File: src/rtl/rd_scheduler.sv
// rd_scheduler: lamp phase sequencer and reward-sampling controller for the
// traffic-light accelerator. It accepts one action (the road to serve), runs the
// yellow / optional all-red / green phases, and latches the queue levels into
// the reward decider. It then returns the decider's reward on a valid/ready
// handshake.
// Optional feature macro: ALLRED_EN inserts an all-red phase on road changes.
// Ports:
//   clk, rst                   clock, synchronous active-high reset
//   act_valid/act/act_ready    action handshake from the agent (act = road 0..3)
//   L0..L3                     live queue levels from the sensors
//   rd_L0..rd_L3, rd_R         latched levels to / registered reward from decider
//   reward/_valid/_ready       reward handshake back to the agent
//   light_road/_green/_yellow  lamp state (green=yellow=0 means all-red)
//   step_count                 completed reward handshakes, wraps at 2^16
module rd_scheduler #(
  parameter int L_WIDTH       = 4,
  parameter int R_WIDTH       = 16,
  parameter int GREEN_CYCLES  = 16,
  parameter int YELLOW_CYCLES = 4,
  parameter int ALLRED_CYCLES = 2,
  parameter int CNT_WIDTH     = 8
) (
  input  logic                      clk,
  input  logic                      rst,
  input  logic                      act_valid,
  input  logic [1:0]                act,
  output logic                      act_ready,
  input  logic [L_WIDTH-1:0]        L0,
  input  logic [L_WIDTH-1:0]        L1,
  input  logic [L_WIDTH-1:0]        L2,
  input  logic [L_WIDTH-1:0]        L3,
  output logic [L_WIDTH-1:0]        rd_L0,
  output logic [L_WIDTH-1:0]        rd_L1,
  output logic [L_WIDTH-1:0]        rd_L2,
  output logic [L_WIDTH-1:0]        rd_L3,
  input  logic signed [R_WIDTH-1:0] rd_R,
  output logic signed [R_WIDTH-1:0] reward,
  output logic                      reward_valid,
  input  logic                      reward_ready,
  output logic [1:0]                light_road,
  output logic                      light_green,
  output logic                      light_yellow,
  output logic [15:0]               step_count
);

  typedef enum logic [2:0] {
    S_IDLE, S_YELLOW, S_ALLRED, S_GREEN, S_SAMPLE, S_SETTLE, S_CAPTURE, S_DONE
  } state_t;

  // Counter is loaded with N-1 on entry so the state lasts exactly N cycles.
  localparam logic [CNT_WIDTH-1:0] Y_LOAD = CNT_WIDTH'(YELLOW_CYCLES - 1);
  localparam logic [CNT_WIDTH-1:0] A_LOAD = CNT_WIDTH'(ALLRED_CYCLES - 1);
  localparam logic [CNT_WIDTH-1:0] G_LOAD = CNT_WIDTH'(GREEN_CYCLES - 1);

  state_t                    r_state;
  state_t                    w_next;
  logic [CNT_WIDTH-1:0]      r_cnt;
  logic [1:0]                r_next_road;
  logic [1:0]                r_light_road;
  logic                      r_light_green;
  logic [L_WIDTH-1:0]        r_rd_L0, r_rd_L1, r_rd_L2, r_rd_L3;
  logic signed [R_WIDTH-1:0] r_reward;
  logic [15:0]               r_step_count;

  logic                      w_load;
  logic [CNT_WIDTH-1:0]      w_load_val;
  logic                      w_cnt_zero;
  logic                      w_act_fire;
  logic                      w_reward_fire;
  logic                      w_to_yellow;
  logic                      w_to_green;
  logic [1:0]                w_green_road;

  assign act_ready     = (r_state == S_IDLE) && !rst;
  assign w_act_fire    = act_valid && act_ready;
  assign w_reward_fire = (r_state == S_DONE) && reward_ready;
  assign w_cnt_zero    = (r_cnt == '0);

  always_comb begin
    w_next       = r_state;
    w_load       = 1'b0;
    w_load_val   = '0;
    w_to_yellow  = 1'b0;
    w_to_green   = 1'b0;
    w_green_road = r_next_road;
    case (r_state)
      S_IDLE: begin
        if (w_act_fire) begin
          // Yellow clearance only when a different road currently has green;
          // the first action after reset finds all-red and goes straight to green.
          if (r_light_green && (act != r_light_road)) begin
            w_next      = S_YELLOW;
            w_load      = 1'b1;
            w_load_val  = Y_LOAD;
            w_to_yellow = 1'b1;
          end else begin
            w_next       = S_GREEN;
            w_load       = 1'b1;
            w_load_val   = G_LOAD;
            w_to_green   = 1'b1;
            w_green_road = act;  // next_road is being latched this same cycle
          end
        end
      end
      S_YELLOW: begin
        if (w_cnt_zero) begin
`ifdef ALLRED_EN
          w_next     = S_ALLRED;
          w_load     = 1'b1;
          w_load_val = A_LOAD;
`else
          w_next     = S_GREEN;
          w_load     = 1'b1;
          w_load_val = G_LOAD;
          w_to_green = 1'b1;
`endif
        end
      end
      S_ALLRED: begin
        if (w_cnt_zero) begin
          w_next     = S_GREEN;
          w_load     = 1'b1;
          w_load_val = G_LOAD;
          w_to_green = 1'b1;
        end
      end
      S_GREEN:   if (w_cnt_zero) w_next = S_SAMPLE;
      S_SAMPLE:  w_next = S_SETTLE;
      S_SETTLE:  w_next = S_CAPTURE;  // decider registers rd_R this cycle
      S_CAPTURE: w_next = S_DONE;
      S_DONE:    if (reward_ready) w_next = S_IDLE;
      default:   w_next = S_IDLE;
    endcase
  end

  always_ff @(posedge clk) begin
    if (rst) begin
      r_state       <= S_IDLE;
      r_cnt         <= '0;
      r_next_road   <= 2'd0;
      r_light_road  <= 2'd0;
      r_light_green <= 1'b0;
      r_rd_L0       <= '0;
      r_rd_L1       <= '0;
      r_rd_L2       <= '0;
      r_rd_L3       <= '0;
      r_reward      <= '0;
      r_step_count  <= 16'd0;
    end else begin
      r_state <= w_next;
      if (w_load)
        r_cnt <= w_load_val;
      else if (!w_cnt_zero)
        r_cnt <= r_cnt - 1'b1;
      if (w_act_fire)
        r_next_road <= act;
      if (w_to_yellow)
        r_light_green <= 1'b0;
      if (w_to_green) begin
        r_light_green <= 1'b1;
        r_light_road  <= w_green_road;
      end
      if (r_state == S_SAMPLE) begin
        r_rd_L0 <= L0;
        r_rd_L1 <= L1;
        r_rd_L2 <= L2;
        r_rd_L3 <= L3;
      end
      if (r_state == S_CAPTURE)
        r_reward <= rd_R;
      if (w_reward_fire)
        r_step_count <= r_step_count + 16'd1;
    end
  end

  assign rd_L0        = r_rd_L0;
  assign rd_L1        = r_rd_L1;
  assign rd_L2        = r_rd_L2;
  assign rd_L3        = r_rd_L3;
  assign reward       = r_reward;
  assign reward_valid = (r_state == S_DONE);
  assign light_road   = r_light_road;
  assign light_green  = r_light_green;
  assign light_yellow = (r_state == S_YELLOW);
  assign step_count   = r_step_count;

endmodule

File: config.mk
export PLATFORM = sky130hd
export DESIGN_NAME = rd_scheduler
export DESIGN_NICKNAME = d
export VERILOG_FILES = /design/src/rtl/rd_scheduler.sv
export SDC_FILE = /design/constraint.sdc
export NUM_CORES = 1
export LEC_CHECK = 0
export ABC_AREA = 1
export CAP_MARGIN = 5
export CORE_ASPECT_RATIO = 1.25
export CORE_MARGIN = 4
export CORE_UTILIZATION = 50
export DETAILED_ROUTE_END_ITERATION = 16
export GPL_ROUTABILITY_DRIVEN = 0
export PLACE_DENSITY = 0.84
export SYNTH_ARGS = -nofsm -noshare
export SYNTH_HDL_FRONTEND = slang
export SYNTH_SLANG_ARGS = --single-unit
File: constraint.sdc
create_clock -name clk -period 3.61 [get_ports clk]
set_input_delay 0.361 -clock clk [delete_from_list [all_inputs] [get_ports clk]]
set_output_delay 0.361 -clock clk [all_outputs]
set_load 0.05 [all_outputs]
==> results.json, run 1 <==
{
  "run_status": "completed",
  "dieWidth_um": 77.9,
  "cts_max_level": 3,
  "hold_path.startpoint": "r_next_road[1]",
  "clk_latency_ns": 0.34,
  "grt-ovfl-total": 0,
  "ys_seq_area_share_pct": 41.9,
  "initial_core_util_pct": 52.2,
  "p_clk_share_pct": 27.3,
  "worstPathArrival_ns": 1.99,
  "synth_top_cell_area_share_pct": 41.9,
  "drt-wirelength-per-cell_um": 11.8,
  "hold_path_class": "reg2reg",
  "reg2reg_from": "r_state[1]",
  "clock_path_buffers": 2,
  "rsz0062_at_grt": "false",
  "syn_avg_cell_area_um2": 7.06,
  "grt_max_degree": 46,
  "antenna_found_initial": 0,
  "rows": 31,
  "required_ns": 3.25,
  "syn_inst": 433,
  "hold-path-cell-count": 2,
  "hold_end": "r_next_road[1]",
  "ys_seq_elements": 64,
  "tightestPinTransition_ns": 0.554,
  "grt_pass1_wl_um": 12400,
  "cts_setup_buffers": 0,
  "fin_crit_ns": 2.35,
  "synthesis.nets": 473,
  "cts_sinks": 64,
  "combinationalPowerShare_pct": 37.9,
  "power_density_nw_per_um2": 591,
  "power.net_switching_w": 0.000953,
  "vias": 2995,
  "yosysMostFrequentCell": "nor2_1",
  "io_buffer_count": 91,
  "p_leak_nw": 1.73,
  "power.internal_w": 0.00155,
  "cts-resized-gates": 0,
  "postCtsHoldBufs": 0,
  "drt_first_pass_iters": 4,
  "post_dp_cell_area_um2": 4030,
  "critPathLaunchType": "flip-flop",
  "place_ws_ns": 1.51,
  "cts-root-buf": "clkbuf_8",
  "r2r_cells": 5,
  "grt_pass1_vias": 2920,
  "power.total_w": 0.00251,
  "crit_type": "reg2out",
  "drv_slew": 0,
  "r2r_end": "reward[6]",
  "numCtsBuffers": 9,
  "synth_top_area_cell": "dfxtp_1",
  "drtIter0Drc": 120,
  "grt_use_total_pct": 20.7,
  "nets": 565,
  "slew_headroom_pct": 63.0,
  "remaining_drc_errors": 0,
  "r2r_setup_slack_ns": 2.04,
  "setup_violations": 0,
  "yosysWarningCount": 0,
  "fin_crit_sh_pct": 65.2,
  "seq_power_share_pct": 34.8,
  "num_antenna_cells": 0,
  "final_hold_viol_count": 0,
  "die_area_um2": 7440,
  "ios": 92,
  "netlist_area_um2": 3060,
  "finalInstanceArea_um2": 4250,
  "synth_edf_count": 0,
  "clock.fmax_mhz": 425,
  "area_growth_pct": 38.9,
  "irDropWorstVdd_v": 0.000363,
  "drv_cap": 0,
  "fill_cells": 459,
  "switching_share_pct": 38.0,
  "ys_types": 35,
  "ys_async_sr_fraction_pct": 0,
  "die_h_um": 95.4,
  "core_um2": 5860,
  "fin_ws_ns": 1.26,
  "routed_wl_um": 7230,
  "tritoncts": "done",
  "finalClockSkew_ns": 0.00829,
  "drive_above_1_share_pct": 10.9,
  "fin_util_pct": 72.5,
  "yosys-top-cells-area": "dfxtp_1, nor2_1, nand2_1",
  "ys.flop_type": "dfxtp_1",
  "path_max_fanout": 6,
  "ant_nets": 0,
  "tns_ns": 0,
  "netlist_top_cells_count": "nor2_1, nand2_1, dfxtp_1",
  "crit_path_end_kind": "primary output",
  "dpl.hpwl_um": 5150,
  "path_clk_slew_ns": 0.07,
  "via_per_inst": 4.89
}
-- routing by layer --
metal  GRT usage [%]  routed length [µm]  share of wire [%]  up-vias
li1                -                   -                  -     1555
met1            22.4                2980                 41     1353
met2            35.6                3470                 48       77
met3            9.55                 665                9.2       10
met4            7.73                 116                1.6        0
met5               0                   0                  0        -
-- worst max-delay path by stage --
stage          startpoint           end  slack (ns)
2_1_floorplan  r_state[0]  light_yellow        1.64
3_3_place_gp          rst     act_ready        1.52
3_5_place_dp          rst     act_ready        1.51
4_1_cts        r_state[0]     act_ready        1.25
5_1_grt        r_state[0]  light_yellow        1.14
6_report       r_state[0]     act_ready        1.26
-- state kept, by name, indices dropped and copies added (netlist names) --
name,flops
reward,16
step_count,16
r_cnt,8
rd_L0,4
rd_L1,4
rd_L2,4
rd_L3,4
r_state,3
light_road,2
r_next_road,2
light_green,1
-- through the flow --
stage	hold slack (ns)	cells
2_1_floorplan	0.445	433
3_3_place_gp	0.460	596
3_5_place_dp	0.466	596
4_1_cts	0.476	612
5_1_grt	0.520	612
6_report	0.480	612
-- worst max-delay path, stage by stage (launching register included) --
cell             delay, ns
dfxtp_1               0.41
nor2_4                0.21
nand2_1               0.08
nor2_1                0.10
clkdlybuf4s50_1       0.85
-- final cells by class --
type | count | area [µm²] | area share [%]
inverters | 38 | 165 | 3.89
clock buffers | 11 | 141 | 3.33
repair buffers | 93 | 926 | 21.8
flip-flops and latches | 64 | 1280 | 30.2
multi-input cells | 319 | 1550 | 36.5
well taps | 82 | 103 | 2.42
clock inverters | 5 | 80.1 | 1.89
-- cell families after synthesis --
kind of cell / count (synthesis) / synth area share, %
compound gates: 65 / 12.3
flops: 64 / 41.9
simple gates: 243 / 35.0
fa+ha+maj: 2 / 0.818
xor+xnor: 9 / 2.58
buf+inv: 50 / 7.41
-- power groups by stage --
| stage | sequential, W | clock (W) | combinational [W] |
|---|---|---|---|
| 6_report | 0.000873 | 0.000685 | 0.000950 |
| 5_1_grt | 0.000885 | 0.000729 | 0.00107 |
| 4_1_cts | 0.000872 | 0.000695 | 0.000958 |
| 3_5_place_dp | 0.000885 | 0 | 0.000953 |
| 3_3_place_gp | 0.000882 | 0 | 0.000932 |
| 2_1_floorplan | 0.000981 | 0 | 0.000628 |
-- cell usage in the layout, fill, tap and decap left out, types with 10 or more instances in the layout --
master / Yosys / final
a21oi_1: 10 / 10
o21ai_0: 41 / 41
clkbuf_8: 0 / 10
a21oi_2: 10 / 10
nand2_1: 94 / 94
inv_1: 27 / 27
nor2_1: 102 / 102
nand3_1: 18 / 18
dfxtp_1: 64 / 64
clkdlybuf4s50_1: 0 / 91
(Power assumes the default switching activity.)
==> run 2: changes to the inputs <==
--- a/config.mk
+++ b/config.mk
@@ -9,10 +9,10 @@
 export CAP_MARGIN = 5
 export CORE_ASPECT_RATIO = 1.25
 export CORE_MARGIN = 4
-export CORE_UTILIZATION = 50
+export CORE_UTILIZATION = 42
 export DETAILED_ROUTE_END_ITERATION = 16
 export GPL_ROUTABILITY_DRIVEN = 0
-export PLACE_DENSITY = 0.84
+export PLACE_DENSITY = 0.76
 export SYNTH_ARGS = -nofsm -noshare
 export SYNTH_HDL_FRONTEND = slang
 export SYNTH_SLANG_ARGS = --single-unit
==> constraint.sdc (replaced) <==
create_clock -name clk -period 2.1 [get_ports clk]
set_input_delay 0.21 -clock clk [delete_from_list [all_inputs] [get_ports clk]]
set_output_delay 0.21 -clock clk [all_outputs]
set_load 0.05 [all_outputs]
==> run 2 against run 1 <==
  * Cell count up 1.1%
  * Combinational power increased by 75%
  * First-iteration DRC count rose by 7.5%
  * Critical path depth is 3 lower
  * Non-clock buffer count increased by 1
  * Largest power group unchanged
  * Die area up 17%
  * Clock power rose by 31%
==> results.json, run 2 (synthesis gave the netlist of run 1 again) <==
{
  "routed_wl_um": 7620,
  "slowest_delay_ns": 0.86,
  "reg2reg_from": "r_cnt[0]",
  "cts_max_level": 3,
  "via_per_inst": 4.89,
  "r2r_cells": 8,
  "dieWidth_um": 84.3,
  "grt_use_total_pct": 18.4,
  "area_growth_pct": 37.6,
  "hold_end": "reward[13]",
  "p_leak_nw": 1.72,
  "worstPathArrival_ns": 1.66,
  "tns_ns": 0,
  "required_ns": 1.89,
  "ios": 92,
  "r2r_end": "r_cnt[7]",
  "die_h_um": 103,
  "grt_max_degree": 46,
  "antenna_found_initial": 0,
  "path_max_fanout": 6,
  "hold_path_class": "in2reg",
  "path_delay_family": "buffers and inverters",
  "path_clk_slew_ns": 0.07,
  "tightestPinTransition_ns": 0.536,
  "fill_cells": 664,
  "irDropWorstVdd_v": 0.000566,
  "drt_first_pass_iters": 4,
  "critPathLaunchType": "flip-flop",
  "place_ws_ns": 0.514,
  "clock.fmax_mhz": 534,
  "fin_crit_ns": 1.87,
  "finalClockSkew_ns": 0.00827,
  "r2r_setup_slack_ns": 0.54,
  "remaining_drc_errors": 0,
  "slew_headroom_pct": 64.2,
  "cts-resized-gates": 0,
  "clk_latency_ns": 0.34,
  "io_buffer_count": 91,
  "num_antenna_cells": 0,
  "numCtsBuffers": 9,
  "drv_slew": 0,
  "final_cell_mix": "nor2_1, nand2_1, clkdlybuf4s50_1",
  "ant_nets": 0,
  "final_hold_viol_count": 0,
  "rows": 34,
  "hold-path-cell-count": 3,
  "hold_slack_ns": 0.449,
  "finalInstanceArea_um2": 4210,
  "crit_type": "reg2out",
  "post_dp_cell_area_um2": 4050,
  "drive_above_1_share_pct": 11.5,
  "cts_sinks": 64,
  "vias": 3025,
  "critical_path_buf_inv_count": 1,
  "clock_path_buffers": 2,
  "setup_violations": 0,
  "multi_input_area_um2": 1550,
  "nets": 566,
  "critPathSlowestCell": "clkdlybuf4s50_1",
  "layout.area.seq_um2": 1280,
  "grt-ovfl-total": 0,
  "tritoncts": "done",
  "drt-wirelength-per-cell_um": 12.3,
  "hold_path.startpoint": "rd_R[13]",
  "die_area_um2": 8720,
  "dpl.hpwl_um": 5560,
  "grt_pass1_vias": 2845,
  "power_density_nw_per_um2": 966,
  "mostFrequentLayoutCell": "nor2_1",
  "grt_pass1_wl_um": 12800,
  "rsz0062_at_grt": "false",
  "initial_core_util_pct": 43.6,
  "drv_cap": 0,
  "cts-root-buf": "clkbuf_8",
  "cts_setup_buffers": 0,
  "fin_ws_ns": 0.226,
  "postCtsHoldBufs": 0,
  "crit_path_end_kind": "primary output",
  "cp_cell_sequence": "clkdlybuf4s50_1",
  "drtIter0Drc": 129,
  "core_um2": 7020,
  "run_status": "completed",
  "fin_crit_sh_pct": 89.2
}
[run 2: cell count changes in the layout (fill, tap and decap cells not counted)]
cell	before	now
buf_4	2	5
clkinvlp_4	2	1
buf_12	0	1
bufinv_16	2	0
clkbuf_1	1	0
clkinv_2	2	4
clkdlybuf4s50_1	91	88
[run 2: worst max-delay path by stage]
stage | start | end | slack (ns) | cells after the start
after detailed placement | act[0] | light_green | 0.51 | 10
after global routing | step_count[11] | step_count[11] | 0.19 | 1
after global placement | act[0] | light_green | 0.51 | 10
after CTS | step_count[11] | step_count[11] | 0.23 | 1
final | step_count[12] | step_count[12] | 0.23 | 1
after floorplan | r_state[0] | light_yellow | 0.28 | 2
[run 2: worst min-delay path: cells and delay by family]
kind / cells / cell delay, ns
buffers and inverters: 1 / 0.39
AND/OR/NAND/NOR: 2 / 0.15
[run 2: cell type report]
| cell class | instances | share of cell area (%) |
|---|---|---|
| multi-input cells | 319 | 36.8 |
| clock inverters | 4 | 0.535 |
| flip-flops and latches | 64 | 30.4 |
| well taps | 90 | 2.68 |
| repair buffers | 94 | 22.3 |
| inverters | 38 | 3.93 |
| clock buffers | 10 | 3.27 |
[run 2: power by group]
group | total (W) | switching (W) | leakage [nW] | internal (W)
combinational | 0.00166 | 0.00104 | 1.12 | 0.000625
sequential | 0.00150 | 0.000136 | 0.519 | 0.00137
clock | 0.000899 | 0.000459 | 0.0838 | 0.000440
total | 0.00406 | 0.00163 | 1.72 | 0.00243
[run 2: stage by stage]
step                util [%]  power, W  std cells
global placement        57.7   0.00317        605
floorplan                  -   0.00277        433
global route            59.9   0.00438        619
CTS                     59.9   0.00411        619
detailed placement      57.7   0.00320        605
finish                  59.9   0.00406        619
[run 2: metal layers]
metal | vias up | wire [µm] | GRT usage [%]
met4 | 0 | 170 | 9.16
li1 | 1558 | - | -
met2 | 91 | 3600 | 31.0
met5 | - | 0 | 0
met3 | 12 | 694 | 8.00
met1 | 1364 | 3150 | 19.9
